<file path="src/rtl/spi_peri_rx_mode.sv">
// spi_peri_rx_mode: system-clocked SPI peripheral (all CPOL/CPHA modes).
// SCLK, MOSI and CS_n are oversampled through synchronisers. Received words go into
// an RX FIFO, and TX words come from a single holding register.
module spi_peri_rx_mode #(
  parameter int DATA_W      = 8,
  parameter int CPOL        = 0,
  parameter int CPHA        = 0,
  parameter int MSB_FIRST   = 1,
  parameter int FIFO_DEPTH  = 4,
  parameter int SYNC_STAGES = 2
) (
  input  logic                        clk,
  input  logic                        rst_n,
  input  logic                        spi_sclk,
  input  logic                        spi_mosi,
  input  logic                        spi_cs_n,
  output logic                        spi_miso,
  output logic                        spi_miso_oe,
  input  logic [DATA_W-1:0]           tx_data,
  input  logic                        tx_valid,
  output logic                        tx_ready,
  output logic [DATA_W-1:0]           rx_data,
  output logic                        rx_valid,
  input  logic                        rx_ready,
  output logic [$clog2(FIFO_DEPTH):0] rx_level,
  output logic                        rx_overflow,
  input  logic                        ovf_clr,
  output logic                        frame_err,
  output logic                        tx_underrun,
  output logic                        busy
);
  localparam int   AW        = $clog2(FIFO_DEPTH);
  localparam int   CW        = $clog2(DATA_W);
  localparam logic SCLK_IDLE = (CPOL != 0);
  localparam logic PHASE1    = (CPHA != 0);
  localparam logic MSB1      = (MSB_FIRST != 0);

  typedef enum logic {IDLE, SHIFT} state_t;

  state_t                   state, state_next;
  logic [SYNC_STAGES-1:0]   sclk_sync, mosi_sync, cs_sync;
  logic                     sclk_s, mosi_s, cs_s, sclk_prev, cs_prev;
  logic                     lead_edge, trail_edge, sample_edge, shift_edge;
  logic                     cs_fall, cs_rise, in_shift, start, frame_end;
  logic                     do_sample, do_shift, word_done, consume, last_bit;
  logic [CW-1:0]            bit_cnt;
  logic [DATA_W-1:0]        rx_shift, rx_next, tx_shift, hold_data;
  logic                     hold_full, hold_first, miso_bit;
  logic [DATA_W-1:0]        mem [FIFO_DEPTH];
  logic [AW-1:0]            wr_ptr, rd_ptr;
  logic [AW:0]              count;
  logic                     fifo_full, pop, push_ok;

  // Synchronisers reset to the idle bus levels so no false edge appears after reset.
  always_ff @(posedge clk or negedge rst_n) begin
    if (!rst_n) begin
      sclk_sync <= {SYNC_STAGES{SCLK_IDLE}};
      mosi_sync <= '0;
      cs_sync   <= '1;
      sclk_prev <= SCLK_IDLE;
      cs_prev   <= 1'b1;
    end else begin
      sclk_sync <= {sclk_sync[SYNC_STAGES-2:0], spi_sclk};
      mosi_sync <= {mosi_sync[SYNC_STAGES-2:0], spi_mosi};
      cs_sync   <= {cs_sync[SYNC_STAGES-2:0], spi_cs_n};
      sclk_prev <= sclk_s;
      cs_prev   <= cs_s;
    end
  end

  assign sclk_s      = sclk_sync[SYNC_STAGES-1];
  assign mosi_s      = mosi_sync[SYNC_STAGES-1];
  assign cs_s        = cs_sync[SYNC_STAGES-1];
  assign lead_edge   = (sclk_s != sclk_prev) && (sclk_s != SCLK_IDLE) && !cs_s;
  assign trail_edge  = (sclk_s != sclk_prev) && (sclk_s == SCLK_IDLE) && !cs_s;
  assign sample_edge = PHASE1 ? trail_edge : lead_edge;
  assign shift_edge  = PHASE1 ? lead_edge : trail_edge;
  assign cs_fall     = cs_prev && !cs_s;
  assign cs_rise     = !cs_prev && cs_s;

  // FSM state register.
  always_ff @(posedge clk or negedge rst_n) begin
    if (!rst_n) state <= IDLE;
    else        state <= state_next;
  end

  // Next state plus the per-cycle control strobes derived from it.
  always_comb begin
    state_next = state;
    in_shift   = (state == SHIFT);
    start      = 1'b0;
    frame_end  = 1'b0;
    case (state)
      IDLE: if (cs_fall) begin
        state_next = SHIFT;
        start      = 1'b1;
      end
      SHIFT: if (cs_rise) begin
        state_next = IDLE;
        frame_end  = 1'b1;
      end
      default: state_next = IDLE;
    endcase
    last_bit  = (bit_cnt == CW'(DATA_W - 1));
    do_sample = in_shift && sample_edge;
    do_shift  = in_shift && shift_edge;
    word_done = do_sample && last_bit;
    consume   = start || word_done;
    rx_next   = MSB1 ? {rx_shift[DATA_W-2:0], mosi_s} : {mosi_s, rx_shift[DATA_W-1:1]};
  end

  // Receive shifter and bit counter; a CS rise throws any partial word away.
  always_ff @(posedge clk or negedge rst_n) begin
    if (!rst_n) begin
      bit_cnt   <= '0;
      rx_shift  <= '0;
      frame_err <= 1'b0;
    end else begin
      frame_err <= frame_end && (bit_cnt != '0);
      if (start || frame_end) begin
        bit_cnt  <= '0;
        rx_shift <= '0;
      end else if (do_sample) begin
        rx_shift <= rx_next;
        bit_cnt  <= last_bit ? '0 : bit_cnt + CW'(1);
      end
    end
  end

  // Transmit shifter: hold_first suppresses the one shift edge that must present bit 0 instead.
  always_ff @(posedge clk or negedge rst_n) begin
    if (!rst_n) begin
      tx_shift    <= '0;
      hold_first  <= 1'b0;
      tx_underrun <= 1'b0;
    end else begin
      tx_underrun <= consume && !hold_full;
      if (consume) begin
        tx_shift   <= hold_full ? hold_data : '0;
        hold_first <= PHASE1 || word_done;
      end else if (do_shift) begin
        if (hold_first) hold_first <= 1'b0;
        else if (MSB1)  tx_shift   <= {tx_shift[DATA_W-2:0], 1'b0};
        else            tx_shift   <= {1'b0, tx_shift[DATA_W-1:1]};
      end
    end
  end

  // TX holding register; a same-cycle consume sees the old contents, the load wins.
  always_ff @(posedge clk or negedge rst_n) begin
    if (!rst_n) begin
      hold_full <= 1'b0;
      hold_data <= '0;
    end else begin
      if (consume) hold_full <= 1'b0;
      if (tx_valid && tx_ready) begin
        hold_full <= 1'b1;
        hold_data <= tx_data;
      end
    end
  end

  assign tx_ready    = !hold_full;
  assign miso_bit    = MSB1 ? tx_shift[DATA_W-1] : tx_shift[0];
  assign spi_miso    = in_shift && !(PHASE1 && hold_first) && miso_bit;
  assign spi_miso_oe = in_shift;
  assign busy        = in_shift;

  assign fifo_full = (count == (AW+1)'(FIFO_DEPTH));
  assign pop       = rx_valid && rx_ready;
  assign push_ok   = word_done && (!fifo_full || pop);

  // FIFO storage, written with the word completed on this sample edge.
  always_ff @(posedge clk) begin
    if (push_ok) mem[wr_ptr] <= rx_next;
  end

  // FIFO pointers, occupancy and the sticky overflow flag (set beats clear).
  always_ff @(posedge clk or negedge rst_n) begin
    if (!rst_n) begin
      wr_ptr      <= '0;
      rd_ptr      <= '0;
      count       <= '0;
      rx_overflow <= 1'b0;
    end else begin
      if (push_ok) wr_ptr <= wr_ptr + AW'(1);
      if (pop)     rd_ptr <= rd_ptr + AW'(1);
      case ({push_ok, pop})
        2'b10:   count <= count + (AW+1)'(1);
        2'b01:   count <= count - (AW+1)'(1);
        default: count <= count;
      endcase
      if (word_done && fifo_full && !pop) rx_overflow <= 1'b1;
      else if (ovf_clr)                   rx_overflow <= 1'b0;
    end
  end

  assign rx_data  = mem[rd_ptr];
  assign rx_valid = (count != '0);
  assign rx_level = count;

endmodule
</file>
<file path="config.mk">
export PLATFORM = sky130hd
export DESIGN_NAME = spi_peri_rx_mode
export DESIGN_NICKNAME = d
export VERILOG_FILES = /design/src/rtl/spi_peri_rx_mode.sv
export SDC_FILE = /design/constraint.sdc
export NUM_CORES = 1
export LEC_CHECK = 0
export ABC_AREA = 1
export CORE_MARGIN = 1
export CORE_UTILIZATION = 30
export CTS_BUF_LIST = sky130_fd_sc_hd__clkbuf_8
export CTS_CLUSTER_DIAMETER = 100
export CTS_CLUSTER_SIZE = 25
export DETAILED_ROUTE_END_ITERATION = 10
export GPL_ROUTABILITY_DRIVEN = 0
export PLACE_DENSITY_LB_ADDON = 0.3
export SKIP_CTS_REPAIR_TIMING = 1
export SLEW_MARGIN = 20
export SYNTH_ARGS = -nofsm -noshare
export SYNTH_HDL_FRONTEND = slang
export SYNTH_SLANG_ARGS = --single-unit
export TNS_END_PERCENT = 5
</file>
<file path="constraint.sdc">
create_clock -name clk -period 6.8 [get_ports clk]
set_clock_uncertainty 0.2 [all_clocks]
set_input_delay 0.68 -clock clk [delete_from_list [all_inputs] [get_ports clk]]
set_output_delay 0.68 -clock clk [all_outputs]
set_load 0.02 [all_outputs]
</file>
==> results.txt, run 1 <==
----------------------------------------------------
[Global routing]
  Number of global-route vias before repair ... 2048
  Wire length of the first global-routing pass ... 9853 um
  Pin count of the biggest net entering global routing ... 48
  Initial antenna violation count ... 0
  All-layer global routing usage ... 0.1128
  Total overflow reported by the global router ... 0

[Cells and area]
  Number of diodes ... 0
  Nets ... 350
  Non-Filler Cell Area, Final ... 0.003974 mm^2
  Layout filler cell count ... 1051
  Layout area overhead ... 21.04%
  Area of the multi-input gates ... 949.7 um^2
  Share of final-layout standard cells stronger than drive strength 1 ... 0.1364
  Register area ... 0.002141 mm^2
  Most common library cell in the layout ignoring fill and taps ... sky130_fd_sc_hd__dfrtp_1
  Most frequent cells in the layout ... sky130_fd_sc_hd__dfrtp_1, sky130_fd_sc_hd__inv_1, sky130_fd_sc_hd__nand2_1, sky130_fd_sc_hd__clkdlybuf4s50_1, sky130_fd_sc_hd__edfxtp_1
  Utilization after layout ... 0.3798

[Yosys]
  Synthesized-area fraction occupied by adder cells ... 0.03659
  Top flip-flop cell by instance count after synthesis ... sky130_fd_sc_hd__dfrtp_1
  Biggest area consumer among synthesized cells ... sky130_fd_sc_hd__dfrtp_1
  Area fraction of the dominant cell type after synthesis ... 0.3354
  XOR/XNOR share of the synthesized area ... 0.01334
  Synthesis Warnings ... 0
  Mean cell area of the mapped netlist ... 11.56 um^2
  Total standard cell area after synthesis ... 0.003283 mm^2
  Sequential area share after synthesis ... 0.6521
  Top cells by area, synth ... sky130_fd_sc_hd__dfrtp_1, sky130_fd_sc_hd__edfxtp_1, sky130_fd_sc_hd__inv_1, sky130_fd_sc_hd__nand2_1, sky130_fd_sc_hd__nor2_1
  Number of nets produced by synthesis ... 309
  Share of synthesized registers carrying an async set or reset ... 0.5949
  Compound-Gate Fraction of Synth Area ... 0.07927
  Multiplexer area fraction after synthesis ... 0.02744
  Area fraction in and, or, nand and nor cells after synthesis ... 0.1326
  Post-synthesis sequential element count ... 79
  Combinational family with the most area after synthesis ... simple AND/OR/NAND/NOR gates
  Number of enable flip-flop cells after synthesis ... 32
  Syn Inst Count ... 284
  Count of cell types in the netlist ... 32

[Die]
  Horizontal die dimension ... 106.6 um
  Overall die area ... 0.01137 mm^2
  Number of standard-cell rows in the floorplan ... 37
  Overall die height ... 106.6 um
  Starting density of the core ... 0.3138
  Floorplan Core Area ... 0.01046 mm^2
  I/O pin count ... 35

[Timing]
  Worst slew slack as a fraction of its limit ... 0.4931
  Final min period ... 3.114 ns
  Total negative slack for setup checks ... 0 ns
  Count of pins over their slew limit ... 0
  Worst-case setup margin in the final layout ... 3.686 ns
  Worst slew pin tran ... 0.7575 ns
  Unrepaired setup endpoints after global routing ... false
  Count of endpoints failing hold in the final timing report ... 0
  Number of setup violations in the final report ... 0
  Achievable frequency ... 321.1 MHz
  Final clock period utilization by the worst path ... 0.4580

[Setup path]
  Worst-path maximum fanout ... 19
  Internal reg-to-reg setup slack ... 4.43 ns
  FF-to-FF path depth ... 10
  CP cell instances ... inv_1 -> o21ai_0 -> o22ai_1 -> clkdlybuf4s50_1
  Endpoint required time on the critical path ... 5.92 ns
  Endpoint of the worst register-to-register path ... rx_level[2]$_DFFE_PN0P_
  Critical Path Max Stage Delay ... 0.66 ns
  Critical Path Sink Type ... output port
  Crit Path Class ... reg -> out
  Kind of start point of the critical path ... flop
  Crit path max-delay family ... buffers and inverters
  Source of the worst register-to-register timing path ... cs_sync[1]$_DFF_PN1_
  Slowest cell on crit path ... sky130_fd_sc_hd__dfrtp_1
  Worst path buffer plus inverter count ... 2
  Critical path data arrival time ... 2.23 ns

[Placed design]
  Setup slack after placement ... 3.831 ns
  DP HPWL ... 3992 um
  Port Buf Inserts ... 34
  Post-detailed-placement cell area ... 0.003770 mm^2

[CTS]
  Worst skew pair latency ... 0.35 ns
  Worst-path clk slew ... 0.08 ns
  CTS tree ... built
  Maximum clock path buffer count ... 2
  Number of H-tree branching levels ... 3
  Root Buffer Master ... sky130_fd_sc_hd__clkbuf_8
  Number of buffers created by CTS ... 9
  CTS sink count ... 79

[Detailed routing]
  Mean number of vias per cell ... 4.313
  DRT Pass-1 Iters ... 4
  DRC violations left ... 0
  1st-iter DRT viols ... 115
  Final antenna-violating net count ... 0
  Detail-routed net length per standard cell ... 12.21 um
  Number of vias in the routed layout ... 2010
  Sum of routed wire length over all layers ... 5692 um

[Worst hold path]
  Hold Path Depth ... 0
  Worst hold start ... mosi_sync[0]$_DFF_PN0_
  Endpoint of the worst hold-timing path ... mosi_sync[1]$_DFF_PN0_
  Tightest Hold Check Type ... reg -> reg

[Pwr]
  Power density relative to cell area ... 349.9 mW/mm^2
  Leakage power summed over all cells ... 1.672 nW
  IR Drop Worst-Case VDD ... 240.5 uV

[Run status]
  Run status ... finished clean

[Job]
  Total of max-cap violations ... 0

----------------------------------------------------
## flip-flops by register name (all words and copies together), names as in the netlist
name and flops:
rx_shift 7, tx_underrun 1, rx_overflow 1, cs_sync 2
rd_ptr 2, cs_prev 1, mem 32, hold_data 8
sclk_sync 2, mosi_sync 2, sclk_prev 1, hold_first 1
rx_level 3, wr_ptr 2, busy 1, bit_cnt 3
hold_full 1, frame_err 1, tx_shift 8
## stage by stage
stage                     hold slack [ns]  instances  total power, mW
final                              0.1507        466            1.391
after global routing               0.1638        466            1.488
after CTS                          0.1527        466            1.410
after detailed placement           0.1347        450            1.055
after global placement             0.1337        450            1.040
after floorplan                    0.1312        284           0.8994
## per-layer routing
metal | up-vias | share of wire | track usage
li1 | 1028 | - | -
met1 | 933 | 0.48 | 0.1400
met2 | 44 | 0.47 | 0.1802
met3 | 5 | 0.038 | 0.03647
met4 | 0 | 0.0093 | 0.04795
met5 | - | 0 | 0
## cells by family (layout without fill, tap and decap cells)
family,count (synthesis),after routing
AO/OA/AOI/OAI,48,48
multiplexers,8,8
XOR/XNOR,5,5
adder cells (fa/ha/maj),9,9
flip-flops,79,79
buffers and inverters,48,94
AND/OR/NAND/NOR,87,87
## how the worst max path moves through the flow
stage / startpoint / to / slack (ns) / cells after the start
6_report: rd_ptr[0]$_DFFE_PN0P_ / rx_data[6] / 3.69 / 4
5_1_grt: rd_ptr[0]$_DFFE_PN0P_ / rx_data[1] / 3.42 / 4
4_1_cts: rd_ptr[0]$_DFFE_PN0P_ / rx_data[6] / 3.68 / 4
3_5_place_dp: rx_ready / rx_level[2]$_DFFE_PN0P_ / 3.83 / 9
3_3_place_gp: rx_ready / rx_level[2]$_DFFE_PN0P_ / 3.83 / 9
2_1_floorplan: rx_ready / rx_level[2]$_DFFE_PN0P_ / 4.53 / 9
## where the power goes
part,internal (mW),switching (mW),leakage (nW)
clock network,0.174,0.176,0.102
logic,0.189,0.217,0.706
registers,0.567,0.0688,0.864
total,0.930,0.461,1.67
## synthesized netlist by cell type, drive strengths merged (4+ instances only)
library cell and number:
dfrtp 44, inv 41, nand2 37, edfxtp 32
nor2 32, o21ai 25, o22ai 14, nand3 13
a21oi 8, ha 8, mux2 8, buf 4
xor2 4
## final cells by class
| type | instances | share of cell area |
|---|---|---|
| repair buffers | 35 | 0.08627 |
| multi-input cells | 157 | 0.2390 |
| well taps | 136 | 0.04282 |
| clock inverters | 7 | 0.02015 |
| flip-flops and latches | 79 | 0.5387 |
| clock buffers | 9 | 0.03117 |
| inverters | 43 | 0.04188 |
(Power assumes the default switching activity.)
==> run 2, diff against run 1 <==
Clock period 6.8 ns to 2.9 ns, I/O delays scaled along.
==> results.txt, run 2 (synthesis results as in run 1) <==
----------------------------------------------------
[Detailed routing]
  Detail-routed net length per standard cell ... 12.39 um
  DRT Pass-1 Iters ... 4
  1st-iter DRT viols ... 116
  Final antenna-violating net count ... 0
  DRC violations left ... 0
  Mean number of vias per cell ... 4.407
  Number of vias in the routed layout ... 2080
  Sum of routed wire length over all layers ... 5850 um

[Timing]
  Number of setup violations in the final report ... 0
  Achievable frequency ... 387.6 MHz
  Worst slew pin tran ... 0.6045 ns
  Unrepaired setup endpoints after global routing ... false
  Total negative slack for setup checks ... 0 ns
  Final clock period utilization by the worst path ... 0.8897
  Count of endpoints failing hold in the final timing report ... 0
  Worst slew slack as a fraction of its limit ... 0.5970
  Count of pins over their slew limit ... 0
  Final min period ... 2.580 ns
  Worst-case setup margin in the final layout ... 0.3198 ns

[Die]
  Overall die height ... 106.6 um
  Overall die area ... 0.01137 mm^2
  Floorplan Core Area ... 0.01046 mm^2
  Horizontal die dimension ... 106.6 um
  I/O pin count ... 35
  Starting density of the core ... 0.3138
  Number of standard-cell rows in the floorplan ... 37

[Setup path]
  Kind of start point of the critical path ... flop
  Critical path data arrival time ... 2.09 ns
  Crit path max-delay family ... buffers and inverters
  Source of the worst register-to-register timing path ... cs_sync[1]$_DFF_PN1_
  Critical Path Max Stage Delay ... 0.63 ns
  Endpoint of the worst register-to-register path ... rx_level[2]$_DFFE_PN0P_
  FF-to-FF path depth ... 10
  Critical path capture point ... rx_data[7]
  Slowest cell on crit path ... sky130_fd_sc_hd__clkdlybuf4s50_1
  Crit Path Class ... reg -> out
  Critical Path Stages ... 4
  Worst-path maximum fanout ... 16
  Launch point of the worst path ... rd_ptr[0]$_DFFE_PN0P_
  Endpoint required time on the critical path ... 2.41 ns
  Worst path buffer plus inverter count ... 2
  CP cell instances ... inv_1 -> o21ai_0 -> o22ai_1 -> clkdlybuf4s50_1
  Internal reg-to-reg setup slack ... 0.53 ns
  Critical Path Sink Type ... output port

[CTS]
  CTS sink count ... 79
  Root Buffer Master ... sky130_fd_sc_hd__clkbuf_8
  Worst-path clk slew ... 0.09 ns
  Number of buffers created by CTS ... 9
  CTS tree ... built
  Worst skew pair latency ... 0.35 ns
  Maximum clock path buffer count ... 2
  Number of H-tree branching levels ... 3

[Run status]
  Run status ... finished clean

[Cells and area]
  Most common library cell in the layout ignoring fill and taps ... sky130_fd_sc_hd__dfrtp_1
  Largest registers ... mem (32), hold_data (8), tx_shift (8)
  Layout filler cell count ... 1053
  Nets ... 356
  Most frequent cells in the layout ... sky130_fd_sc_hd__dfrtp_1, sky130_fd_sc_hd__inv_1, sky130_fd_sc_hd__nand2_1, sky130_fd_sc_hd__clkdlybuf4s50_1, sky130_fd_sc_hd__edfxtp_1
  Number of diodes ... 0
  Share of final-layout standard cells stronger than drive strength 1 ... 0.1488
  Largest register FFs ... 32
  Register area ... 0.002141 mm^2
  Register with the most flip-flops ... mem
  Layout area overhead ... 21.95%
  Area of the multi-input gates ... 949.7 um^2
  Non-filler instance count after layout ... 472
  Non-Filler Cell Area, Final ... 0.004004 mm^2

[Global routing]
  Initial antenna violation count ... 0
  All-layer global routing usage ... 0.1149
  Pin count of the biggest net entering global routing ... 26
  Total overflow reported by the global router ... 0
  Wire length of the first global-routing pass ... 9929 um
  Number of global-route vias before repair ... 2027

[Pwr]
  Leakage power summed over all cells ... 1.687 nW
  Switching part of the total ... 0.3477
  Total internal power ... 2.109 mW
  Switching power summed over all nets ... 1.124 mW
  Share of power burned in the clock network ... 0.237
  Power density relative to cell area ... 807.6 mW/mm^2
  Sequential fraction of design power ... 0.454
  IR Drop Worst-Case VDD ... 433.7 uV
  Part of the power in combinational logic ... 0.309

[Placed design]
  Port Buf Inserts ... 34
  Cell total after placement ... 455
  Post-detailed-placement cell area ... 0.003807 mm^2
  DP HPWL ... 3959 um
  Setup slack after placement ... 0.4790 ns

[Job]
  Total of max-cap violations ... 0

[Worst hold path]
  Tightest Hold Check Type ... in -> reg

----------------------------------------------------
run 2: cell types whose count changed in the layout (fill, tap and decap cells not counted):
cell | before | now
sky130_fd_sc_hd__dlygate4sd3_1 | 0 | 1
sky130_fd_sc_hd__buf_4 | 1 | 6
sky130_fd_sc_hd__inv_8 | 1 | 2
sky130_fd_sc_hd__clkinv_2 | 1 | 0
sky130_fd_sc_hd__clkinvlp_4 | 1 | 3
sky130_fd_sc_hd__clkinv_4 | 3 | 1
sky130_fd_sc_hd__inv_6 | 1 | 2
sky130_fd_sc_hd__bufinv_16 | 1 | 0
run 2: power groups by stage:
stage / combinational (mW) / sequential [mW] / clock [mW]
after floorplan: 0.643 / 1.47 / 0
after global placement: 1.00 / 1.49 / 0
after detailed placement: 1.01 / 1.50 / 0
after CTS: 1.01 / 1.47 / 0.791
after global routing: 1.12 / 1.50 / 0.836
final: 0.999 / 1.47 / 0.766
run 2: stage by stage:
stage / utilization / hold WS [ns] / total power [mW]
6_report: 0.3827 / 0.1356 / 3.234
5_1_grt: 0.3827 / 0.1306 / 3.459
3_5_place_dp: 0.3639 / 0.1347 / 2.503
3_3_place_gp: 0.3639 / 0.1340 / 2.491
4_1_cts: 0.3817 / -0.2508 / 3.275
2_1_floorplan: - / -0.2056 / 2.109
run 2: layout make-up:
type                    instances  share of cell area
flip-flops and latches         79              0.5347
multi-input cells             157              0.2372
repair buffers                 41             0.09750
well taps                     136             0.04250
inverters                      43             0.04156
clock buffers                   9             0.03094
clock inverters                 7             0.01563
run 2: worst min path at each step:
stage	start	end	slack, ns	cells after the start
6_report	spi_cs_n	cs_sync[0]$_DFF_PN1_	0.14	1
5_1_grt	spi_cs_n	cs_sync[0]$_DFF_PN1_	0.13	1
4_1_cts	rst_n	hold_data[2]$_DFFE_PN0P_	-0.25	1
3_5_place_dp	mosi_sync[0]$_DFF_PN0_	mosi_sync[1]$_DFF_PN0_	0.13	0
3_3_place_gp	rst_n	hold_data[2]$_DFFE_PN0P_	0.13	1
2_1_floorplan	rst_n	bit_cnt[0]$_DFFE_PN0P_	-0.21	0
run 2: worst reg2reg max path, delay by kind of cell, from the launching register on:
| family | cells | cell delay, ns |
|---|---|---|
| AOI/OAI and AO/OA | 2 | 0.25 |
| xor gates and xnor gates | 1 | 0.15 |
| adders and majority gates | 2 | 0.54 |
| buffers and inverters | 2 | 0.17 |
| DFF | 1 | 0.62 |
| and+or+nand+nor | 3 | 0.33 |
run 2: metal layers:
metal,track usage,share of wire
met3,0.03465,0.038
met4,0.04403,0.013
met5,0,0
met1,0.1406,0.46
met2,0.1903,0.49
